--- config.mk ---
export PLATFORM = sky130hd
export DESIGN_NAME = reflet_hardware_info_ext
export DESIGN_NICKNAME = d
export VERILOG_FILES = /design/src/rtl/reflet_hardware_info_ext.sv
export SDC_FILE = /design/constraint.sdc
export NUM_CORES = 1
export LEC_CHECK = 0
export CAP_MARGIN = 20
export CORE_AREA = 2 2 122 113
export DETAILED_ROUTE_END_ITERATION = 8
export DIE_AREA = 0 0 124 115
export GPL_TIMING_DRIVEN = 0
export REMOVE_ABC_BUFFERS = 1
export SYNTH_ARGS = -nofsm -noshare
export SYNTH_HDL_FRONTEND = slang
export SYNTH_SLANG_ARGS = --single-unit
export TNS_END_PERCENT = 30
--- constraint.sdc ---
create_clock -name clk -period 1.9 [get_ports clk]
set_input_delay 0.38 -clock clk [delete_from_list [all_inputs] [get_ports clk]]
set_output_delay 0.38 -clock clk [all_outputs]
set_load 0.02 [all_outputs]
--- src/rtl/reflet_hardware_info_ext.sv ---
// reflet_hardware_info_ext
// Hardware-information peripheral: a 16-byte memory-mapped window reporting
// build-time configuration (clock in kHz, peripheral enables, word size,
// hardware version), plus a scratch byte and a free-running millisecond
// uptime counter with a coherent snapshot, run/clear control and a sticky
// overflow flag.
//
// Ports:
//   clk       in   system clock
//   reset     in   synchronous active-low reset
//   enable    in   bus access strobe
//   addr      in   byte address (base_addr_size bits)
//   write_en  in   1 = write, 0 = read (qualified by enable)
//   data_in   in   write data, bits [7:0] used
//   data_out  out  combinational read data, zero when not selected
module reflet_hardware_info_ext #(
  parameter int unsigned                wordsize       = 16,
  parameter int unsigned                base_addr_size = 16,
  parameter logic [base_addr_size-1:0]  base_addr      = 16'hFF00,
  parameter int                         enable_exti    = 1,
  parameter int                         enable_gpio    = 1,
  parameter int                         enable_timer   = 1,
  parameter int                         enable_uart    = 1,
  parameter int                         enable_pwm     = 1,
  parameter int unsigned                clk_freq       = 1000000,
  parameter logic [7:0]                 hw_version     = 8'h02
) (
  input  logic                      clk,
  input  logic                      reset,
  input  logic                      enable,
  input  logic [base_addr_size-1:0] addr,
  input  logic                      write_en,
  input  logic [wordsize-1:0]       data_in,
  output logic [wordsize-1:0]       data_out
);

  localparam int unsigned ADDR_EXT_W = base_addr_size + 1;
  localparam int unsigned CNT_W      = 32;

  localparam logic [3:0] OFF_SCRATCH = 4'd7;
  localparam logic [3:0] OFF_CTRL    = 4'd12;
  localparam logic [3:0] OFF_STATUS  = 4'd13;
  localparam logic [3:0] OFF_UPTIME0 = 4'd8;

  // Word-size code reported in INFO1[2:0]
  function automatic logic [2:0] ws_code(input int unsigned w);
    case (w)
      8:       return 3'd1;
      16:      return 3'd2;
      32:      return 3'd3;
      64:      return 3'd4;
      128:     return 3'd5;
      default: return 3'd0;
    endcase
  endfunction

  localparam logic [CNT_W-1:0] CLK_KHZ    = CNT_W'(clk_freq / 1000);
  localparam logic [CNT_W-1:0] PRESC_MAX  = CNT_W'(clk_freq / 1000 - 1);
  localparam logic [7:0]       INFO1      = {(|enable_pwm), (|enable_uart), (|enable_timer),
                                             (|enable_gpio), (|enable_exti), ws_code(wordsize)};
  localparam logic [ADDR_EXT_W-1:0] WIN_LO = {1'b0, base_addr};
  localparam logic [ADDR_EXT_W-1:0] WIN_HI = WIN_LO + ADDR_EXT_W'(16);

  logic [CNT_W-1:0] presc;
  logic [CNT_W-1:0] counter;
  logic [23:0]      shadow;
  logic [7:0]       scratch;
  logic             run;
  logic             ovf;

  logic             sel_c;
  logic [3:0]       offset_c;
  logic             wr_c;
  logic             capture_c;
  logic             clr_c;
  logic             tick_c;
  logic             ovf_set_c;
  logic             ovf_clr_c;
  logic [7:0]       rd_byte_c;

  // Address decode; extended by one bit so a window at the top of the map
  // does not wrap.
  assign sel_c     = enable && ({1'b0, addr} >= WIN_LO) && ({1'b0, addr} < WIN_HI);
  assign offset_c  = 4'(addr - base_addr);
  assign wr_c      = sel_c && write_en;
  assign capture_c = sel_c && !write_en && (offset_c == OFF_UPTIME0);
  assign clr_c     = wr_c && (offset_c == OFF_CTRL) && data_in[1];
  assign tick_c    = run && (presc == PRESC_MAX);
  // A wrap suppressed by CLR is not an overflow
  assign ovf_set_c = tick_c && !clr_c && (counter == '1);
  assign ovf_clr_c = wr_c && (offset_c == OFF_STATUS) && data_in[0];

  // Register state
  always_ff @(posedge clk) begin
    if (!reset) begin
      presc   <= '0;
      counter <= '0;
      shadow  <= '0;
      scratch <= '0;
      run     <= 1'b1;
      ovf     <= 1'b0;
    end else begin
      if (clr_c) begin
        presc   <= '0;
        counter <= '0;
      end else if (run) begin
        if (tick_c) begin
          presc   <= '0;
          counter <= counter + CNT_W'(1);
        end else begin
          presc <= presc + CNT_W'(1);
        end
      end

      if (ovf_set_c) begin
        ovf <= 1'b1;
      end else if (ovf_clr_c) begin
        ovf <= 1'b0;
      end

      // Upper bytes frozen alongside the live low byte read this cycle
      if (capture_c) begin
        shadow <= counter[31:8];
      end

      if (wr_c && (offset_c == OFF_SCRATCH)) begin
        scratch <= data_in[7:0];
      end

      if (wr_c && (offset_c == OFF_CTRL)) begin
        run <= data_in[0];
      end
    end
  end

  // Read mux
  always_comb begin
    rd_byte_c = 8'h00;
    case (offset_c)
      4'd0:  rd_byte_c = CLK_KHZ[7:0];
      4'd1:  rd_byte_c = CLK_KHZ[15:8];
      4'd2:  rd_byte_c = CLK_KHZ[23:16];
      4'd3:  rd_byte_c = CLK_KHZ[31:24];
      4'd4:  rd_byte_c = INFO1;
      4'd6:  rd_byte_c = hw_version;
      4'd7:  rd_byte_c = scratch;
      4'd8:  rd_byte_c = counter[7:0];
      4'd9:  rd_byte_c = shadow[7:0];
      4'd10: rd_byte_c = shadow[15:8];
      4'd11: rd_byte_c = shadow[23:16];
      4'd12: rd_byte_c = {7'b0, run};
      4'd13: rd_byte_c = {7'b0, ovf};
      default: rd_byte_c = 8'h00;
    endcase
  end

  always_comb begin
    data_out = '0;
    if (sel_c) begin
      data_out = wordsize'(rd_byte_c);
    end
  end

  // Upper data_in bits carry no meaning for byte registers
  if (wordsize > 8) begin : g_wide
    logic unused_data_hi;
    assign unused_data_hi = ^data_in[wordsize-1:8];
  end

endmodule

# After elaboration in Yosys (flattened, before gate mapping)
# Cells that the tools add are included.
# word_totals
inputBits	36
output_inout_bits	16
reg_bits	98
elab_cells	48
# op_classes
n_eq_ne	12
mux	5
addsub	3
reduce_logical	19
bitwise_logic	1
order_cmp	2
# op_table
operator	count
$pmux 8 s11	1
$add 32x1->32 const B	2
$eq 32x10->1 const B	1
$eq 32x32->1 const B	1
$mux 32	1
$eq 4x4->1 const B	6
$ge 16x16->1 const B	1
$lt 16x16->1 const B	1
$logic_and 1x1->1	13
$eq 4x3->1 const B	3
$mux 8	1
$eq 4x1->1 const B	1
$logic_not 4->1	1
$sub 4x1->4 const B	1
$logic_not 1->1	2
$mux 1	2
$reduce_and 2->1	1
$reduce_bool 2->1	1
$reduce_or 2->1	1
$not 1->1	1

# Longest topological paths before layout
# Gate-level depths: netlist (run 1).
# logic_depth
depth_word	10
depth_mapped	9
ltp_nobuf	6

# Worst setup path after synthesis (run 1)
# Ideal clock, no wire load.
# synth_path
kind	input-to-output
from	input addr[6]
to	output data_out[7]
arrival_ns	1.972
setup_slack_ns	-0.452
required_ns	1.520
path_stages	4
path_buffers	0
path_cell_list	or3b_2 -> nor4_2 -> o21ai_1 -> a211oi_1
# synth_between
elab_chain_len	4
elab_cells_between_ends	5
cone_classes	order compare: 2; mux: 1; reduce/logical: 2
# synth_rtl
element	line	rtl
start, declared	31	input logic [base_addr_size-1:0] addr,
$ge 16x16->1	83	assign sel_c = enable && ({1'b0, addr} >= WIN_LO) && ({1'b0, addr} < WIN_HI);
$logic_and 1x1->1	83	
$logic_and 1x1->1 (*)	83	
$mux 8 (*)	159	if (sel_c) begin
end, declared	34	output logic [wordsize-1:0] data_out
# Mark *: on every way between the ends. The rest lies on a longest branch, timed or not.

# Worst setup path in the final report (run 1)
# layout_path
from	input addr[5]
to	output data_out[7]
# The elaborated chain is that of the path after synthesis.

==> qor.csv, run 1 <==
metric;value;unit
status;finished with violations;
failing checks;negative setup slack;
total vias in the final route;4643;
core area;13000;um^2
DIE HEIGHT;115;um
drt drc;0;
endpoints failing setup;16;
Flop pwr share;0.516;
Placer Congestion;0.846;
post-layout min period;2.08;ns
Fillers;1190;
H-tree Lvls;3;
Final #Nets;691;
Crit Reg-Reg Endpoint;counter[13];
die area;14300;um^2
post-place setup slack;-2.09;ns
Max Freq;0.480;GHz
Root Driver;clkbuf_16;
Setup CP Type;primary input to output port;
FP Rows;40;
TritonRoute pass-1 iters;5;
vias in the first global route;4248;
Async SR Flop Fraction;0;
Multi-input gate area;3260;um^2
Non-Filler Instances;826;
post-synthesis register bit count;98;
CP Launch Type;primary input;
Clock transition at path regs;0.06;ns
Cell Area, Synth;4970;um^2
Compound-Gate Fraction of Synth Area;0.107;
CTS tree;done;
Slew Limit Headroom;0.502;
Post-synth EDFFs;0;
actual slew at the worst max-slew pin;0.742;ns
Max Cap Viol;0;
Hold Buf Count CTS;0;
crit path DAT;1.70;ns
share of cells above drive strength 1;0.271;
Mapped Cells;595;
initial antenna violation count;0;
Pwr Density;608;nW/um^2
largest net degree at the start of global routing;26;
Final Hold Viols;0;
Crit Path Max Fanout;8;
total gr overflow;0;
Final Max Slew Viols;0;
Post-Synth XOR/XNOR Area;0.0687;
RSZ-0062 raised after global routing;yes;
post-route cell area;6570;um^2
Worst Hold End;presc[1];
register area;2000;um^2
commonest non-fill, non-tap cell in the layout;nor2_1;
Initial DRC Count;369;
Worst-Skew Late Latency;0.35;ns
Synth warnings;0;
PortBufs;35;
Vias/cell;5.62;
remaining antenna violation count after routing;0;
Cell Int Power;3.08;mW
top_reg_cell synth;dfxtp_1;
Reg2Reg Setup Slack;-0.10;ns
Worst Path Required;1.52;ns
Inserted Clock Buffers;9;
WL final;14300;um
CTS max path bufs;2;
Placed Area;5390;um^2
syn_area_per_cell;8.35;um^2
Hold Startpoint;presc[1];
sequential area share after synthesis;0.395;
# placed instances;765;
# diodes;0;
Unique masters post-synth;51;
P_sw;0.911;mW
crit share post-route;1.10;
Net Sw Frac;0.228;
first-pass GRT wire length;21500;um
peak supply drop;0.000403;V
clock sink count;98;
Post-Synth Simple-Gate Area;0.286;
GRT Total Usage;0.192;
post-synthesis adder-cell area fraction;0.00504;
Comb pwr share;0.060;
mux contribution to synthesized area;0.0821;
hold slack;0.493;ns
Area growth syn-to-layout;32.2;%
initial core utilization;0.382;
placed wire-length estimate;8450;um
power share of the clock group;0.423;
# IOs;52;
Die Wd;124;um
crit end category;output port;
hold depth;2;
r2r startpoint;presc[4];
worst setup margin;-0.182;ns
largest family of logic cells by synthesized area;simple AND/OR/NAND/NOR gates;
Min-Delay Path Class;register to register;
most frequent cells in the layout;92 x nor2_1, 75 x dfxtp_1, 33 x mux2i_1;
cells on worst reg2reg path;6;
LEAKAGE;2.34;nW
Tot Pwr;3.99;mW
Clock Skews;0.00690;ns
DR WL/cell;17.3;um
-- power by group through the flow --
stage	combinational (mW)	sequential [mW]	clock, mW
6_report	0.240	2.06	1.69
5_1_grt	0.257	2.06	1.79
4_1_cts	0.228	2.07	1.71
3_5_place_dp	0.189	2.11	0
3_3_place_gp	0.180	2.11	0
2_1_floorplan	0.0822	2.11	0
-- synthesized netlist by cell type, types with 2 or more instances --
cell,instances,area [um^2]
nor4_1,18,113
buf_2,8,40.0
nor2_1,98,368
inv_1,17,63.8
mux2_2,6,67.6
nand3_1,30,150
nor3_1,9,45.0
a32oi_1,2,17.5
a22o_1,2,17.5
and4_1,9,78.8
a31oi_1,3,18.8
nor2b_1,3,18.8
o22ai_1,4,25.0
a21oi_1,33,165
mux2i_1,34,340
a311oi_1,2,17.5
nand2_1,31,116
nand3b_1,3,22.5
ha_1,2,25.0
nand4_1,21,131
buf_4,10,75.1
dfxtp_1,98,1960
and3_1,9,56.3
nor4b_2,2,30.0
o31ai_1,13,97.6
and2_1,3,18.8
a22oi_1,7,52.6
xor2_1,7,61.3
or4_1,13,97.6
nor4_2,2,25.0
clkbuf_1,22,82.6
nand2b_1,4,25.0
or3_1,11,68.8
xnor2_1,32,280
o21ai_0,11,55.1
-- how the worst max path moves through the flow --
stage | start | end | slack, ns | cells past startpoint
3_3_place_gp | addr[0] | presc[31] | -2.47 | 5
6_report | addr[5] | data_out[7] | -0.18 | 6
3_5_place_dp | addr[0] | presc[29] | -2.09 | 6
5_1_grt | addr[5] | data_out[7] | -0.26 | 6
4_1_cts | counter[14] | counter[30] | -0.19 | 5
2_1_floorplan | addr[6] | shadow[0] | -0.94 | 5
-- state kept, by name (all words and copies together), names as in the netlist --
signal / count
run: 1
presc: 32
counter: 32
ovf: 1
shadow: 24
scratch: 8
-- final cells by class --
| type | count | share of cell area |
|---|---|---|
| well taps | 168 | 0.0320 |
| repair buffers | 76 | 0.116 |
| multi-input cells | 450 | 0.496 |
| repair inverters | 1 | 0.000762 |
| flip-flops and latches | 98 | 0.304 |
| inverters | 17 | 0.0103 |
| clock buffers | 14 | 0.0387 |
| clock inverters | 2 | 0.00191 |
-- metal layers --
layer  global-route usage  part of all wire
met1                0.268              0.47
met2                0.302              0.46
met3               0.0228             0.056
met4               0.0742             0.017
met5                    0                 0
-- kinds of logic after synthesis --
family | after synthesis
compound gates | 85
mux | 40
other cells | 1
xor+xnor | 39
simple gates | 271
fa+ha+maj | 2
flops | 98
buf+inv | 59
-- metrics by stage --
stage               TNS [ns]  utilization
floorplan             -61.89            -
global route           -5.28        0.505
detailed placement   -155.17        0.414
finish                 -1.14        0.505
CTS                    -2.29        0.463
global placement     -199.44        0.411
-- repair_timing --
item | 4_1_cts | 5_1_grt
setup buffers | 13 | 24
gates resized for setup | 148 | 88
endpoints found under the setup margin | 106 | 104
pin swaps | 30 | 55
cloned | 6 | 3
-- critical path: stages --
cell      delay [ns]
buf_6           0.09
or3b_4          0.39
nor4_4          0.29
o21ai_4         0.16
a211oi_2        0.22
buf_4           0.17
No activity file was read; power rests on OpenSTA's default activity.
==> run 2, diff against run 1 <==
--- a/config.mk
+++ b/config.mk
@@ -11,6 +11,7 @@
 export DIE_AREA = 0 0 124 115
 export GPL_TIMING_DRIVEN = 0
 export REMOVE_ABC_BUFFERS = 1
+export SLEW_MARGIN = 20
 export SYNTH_ARGS = -nofsm -noshare
 export SYNTH_HDL_FRONTEND = slang
 export SYNTH_SLANG_ARGS = --single-unit
==> run 2 against run 1 <==
The run still ends with negative setup slack left. Sequential power hardly changed. Die area stayed put. Clock-buffer cell count shrank 3. Combinational power down 7%.
==> qor.csv, run 2 (synthesized netlist as in run 1, its figures left out) <==
metric;value;unit
Hold Startpoint;presc[1];
share of cells above drive strength 1;0.262;
Bufs and invs on worst path;2;
WL final;14400;um
H-tree Lvls;3;
Final Max Slew Viols;0;
# IOs;52;
# placed instances;765;
Net Sw Frac;0.219;
Inserted Clock Buffers;9;
GRT Total Usage;0.195;
placed wire-length estimate;8480;um
Clock transition at path regs;0.06;ns
delay-heaviest family, CP;simple AND/OR/NAND/NOR gates;
DIE HEIGHT;115;um
Worst Path Required;1.52;ns
slowest CP cell;or3b_4;
initial antenna violation count;0;
Setup CP Type;primary input to output port;
Comb pwr share;0.056;
Max Freq;0.480;GHz
Non-Filler Instances;828;
WL met3;1010;um
endpoints failing setup;24;
Crit Reg-Reg Endpoint;ovf;
first-pass GRT wire length;21800;um
commonest non-fill, non-tap cell in the layout;nor2_1;
remaining antenna violation count after routing;0;
max layer used;met4;
Flop pwr share;0.514;
Slew Limit Headroom;0.516;
Crit Path Max Fanout;8;
status;finished with violations;
core area;13000;um^2
worst setup margin;-0.184;ns
CP cell instances;buf_6, or3b_4, nor4_4, o21ai_4, a211oi_2, buf_4;
LEAKAGE;2.36;nW
post-layout min period;2.08;ns
RSZ-0062 raised after global routing;yes;
top flop regs;counter: 32 flops, presc: 32 flops, shadow: 24 flops;
FP Rows;40;
Met2 Wirelength;6460;um
total gr overflow;0;
vias in the first global route;4258;
CTS max path bufs;2;
hold slack;0.493;ns
Reg2Reg Setup Slack;-0.09;ns
Area growth syn-to-layout;31.1;%
peak supply drop;0.000390;V
hold depth;2;
Worst Hold End;presc[1];
Met1 Routed Length;6620;um
CP Launch Type;primary input;
total vias in the final route;4729;
P_sw;0.875;mW
Final #Nets;697;
cells on worst reg2reg path;7;
crit end category;output port;
failing checks;negative setup slack;
r2r startpoint;presc[19];
Placer Congestion;0.846;
setup TNS;-1.30;ns
drt drc;0;
DR WL/cell;17.4;um
PortBufs;35;
initial core utilization;0.382;
Vias/cell;5.71;
largest net degree at the start of global routing;26;
crit path DAT;1.70;ns
power share of the clock group;0.430;
Clock Skews;0.00368;ns
Pwr Density;615;nW/um^2
Fillers;1205;
die area;14300;um^2
Initial DRC Count;436;
crit share post-route;1.10;
Min-Delay Path Class;register to register;
TritonRoute pass-1 iters;5;
CTS tree;done;
Final Hold Viols;0;
# diodes;0;
Worst-Skew Late Latency;0.34;ns
slowest cell delay on critical path;0.39;ns
Util after Layout;0.500;
Die Wd;124;um
Root Driver;clkbuf_16;
actual slew at the worst max-slew pin;0.722;ns
Cell Int Power;3.13;mW
clock sink count;98;
most frequent cells in the layout;94 x nor2_1, 73 x dfxtp_1, 39 x buf_4;
Max Cap Viol;0;
run 2: cell count changes in the layout (fill, tap and decap cells not counted), moves of 3 or more:
cell,before,now
a21oi_1,22,27
nor4_2,5,2
buf_8,4,1
o31ai_2,6,3
buf_4,31,39
o31ai_1,5,8
a21oi_2,11,6
dfxtp_4,3,7
run 2: per-layer routing:
layer / GRT usage / vias to the layer above
li1: - / 2265
met1: 0.274 / 2260
met2: 0.295 / 168
met3: 0.0402 / 36
met4: 0.0749 / 0
met5: 0 / -
run 2: worst reg2reg max path: cells and delay by family, from the launching register on:
kind                   cells  cell delay, ns
and+or+nand+nor            4            1.12
DFF                        1            0.36
buffers and inverters      2            0.23
AOI/OAI and AO/OA          1            0.20
run 2: layout make-up:
| cell class | count | area [um^2] | share of cell area |
|---|---|---|---|
| tap | 168 | 210 | 0.0323 |
| timing repair inverter | 1 | 5.00 | 0.000768 |
| sequential | 98 | 2010 | 0.309 |
| multi-input combinational | 452 | 3230 | 0.497 |
| clock inverter | 1 | 30.0 | 0.00461 |
| inverter | 17 | 67.6 | 0.0104 |
| clock buffer | 11 | 233 | 0.0357 |
| timing repair buffer | 80 | 722 | 0.111 |
run 2: repair_timing:
action | CTS | global route
gates cloned | 6 | 3
hold buffers | 0 | 0
resized for setup | 136 | 87
pin swaps | 20 | 45
endpoints found under the setup margin | 106 | 87
buffers inserted | 12 | 30
run 2: through the flow:
step           power, mW  instance area (um^2)  setup slack, ns
5_1_grt             4.13                  6510           -0.256
3_5_place_dp        2.29                  5370            -2.09
4_1_cts             4.04                  5960           -0.194
6_report            4.00                  6510           -0.184
3_3_place_gp        2.29                  5340            -2.47
2_1_floorplan       2.19                  4780           -0.941
run 2: how the worst max path moves through the flow:
stage | slack [ns] | endpoint | startpoint | depth (start not counted)
after floorplan | -0.94 | shadow[0] | addr[6] | 5
after global placement | -2.47 | presc[31] | addr[0] | 5
after detailed placement | -2.09 | presc[29] | addr[0] | 5
after CTS | -0.19 | data_out[7] | addr[5] | 6
after global routing | -0.26 | data_out[7] | addr[5] | 6
final | -0.18 | data_out[7] | addr[5] | 6
run 2: power by group through the flow:
| stage | logic, mW | clock network [mW] | registers (mW) |
|---|---|---|---|
| floorplan | 0.0822 | 0 | 2.11 |
| global placement | 0.180 | 0 | 2.11 |
| detailed placement | 0.183 | 0 | 2.11 |
| CTS | 0.214 | 1.76 | 2.06 |
| global route | 0.238 | 1.84 | 2.06 |
| finish | 0.223 | 1.72 | 2.06 |
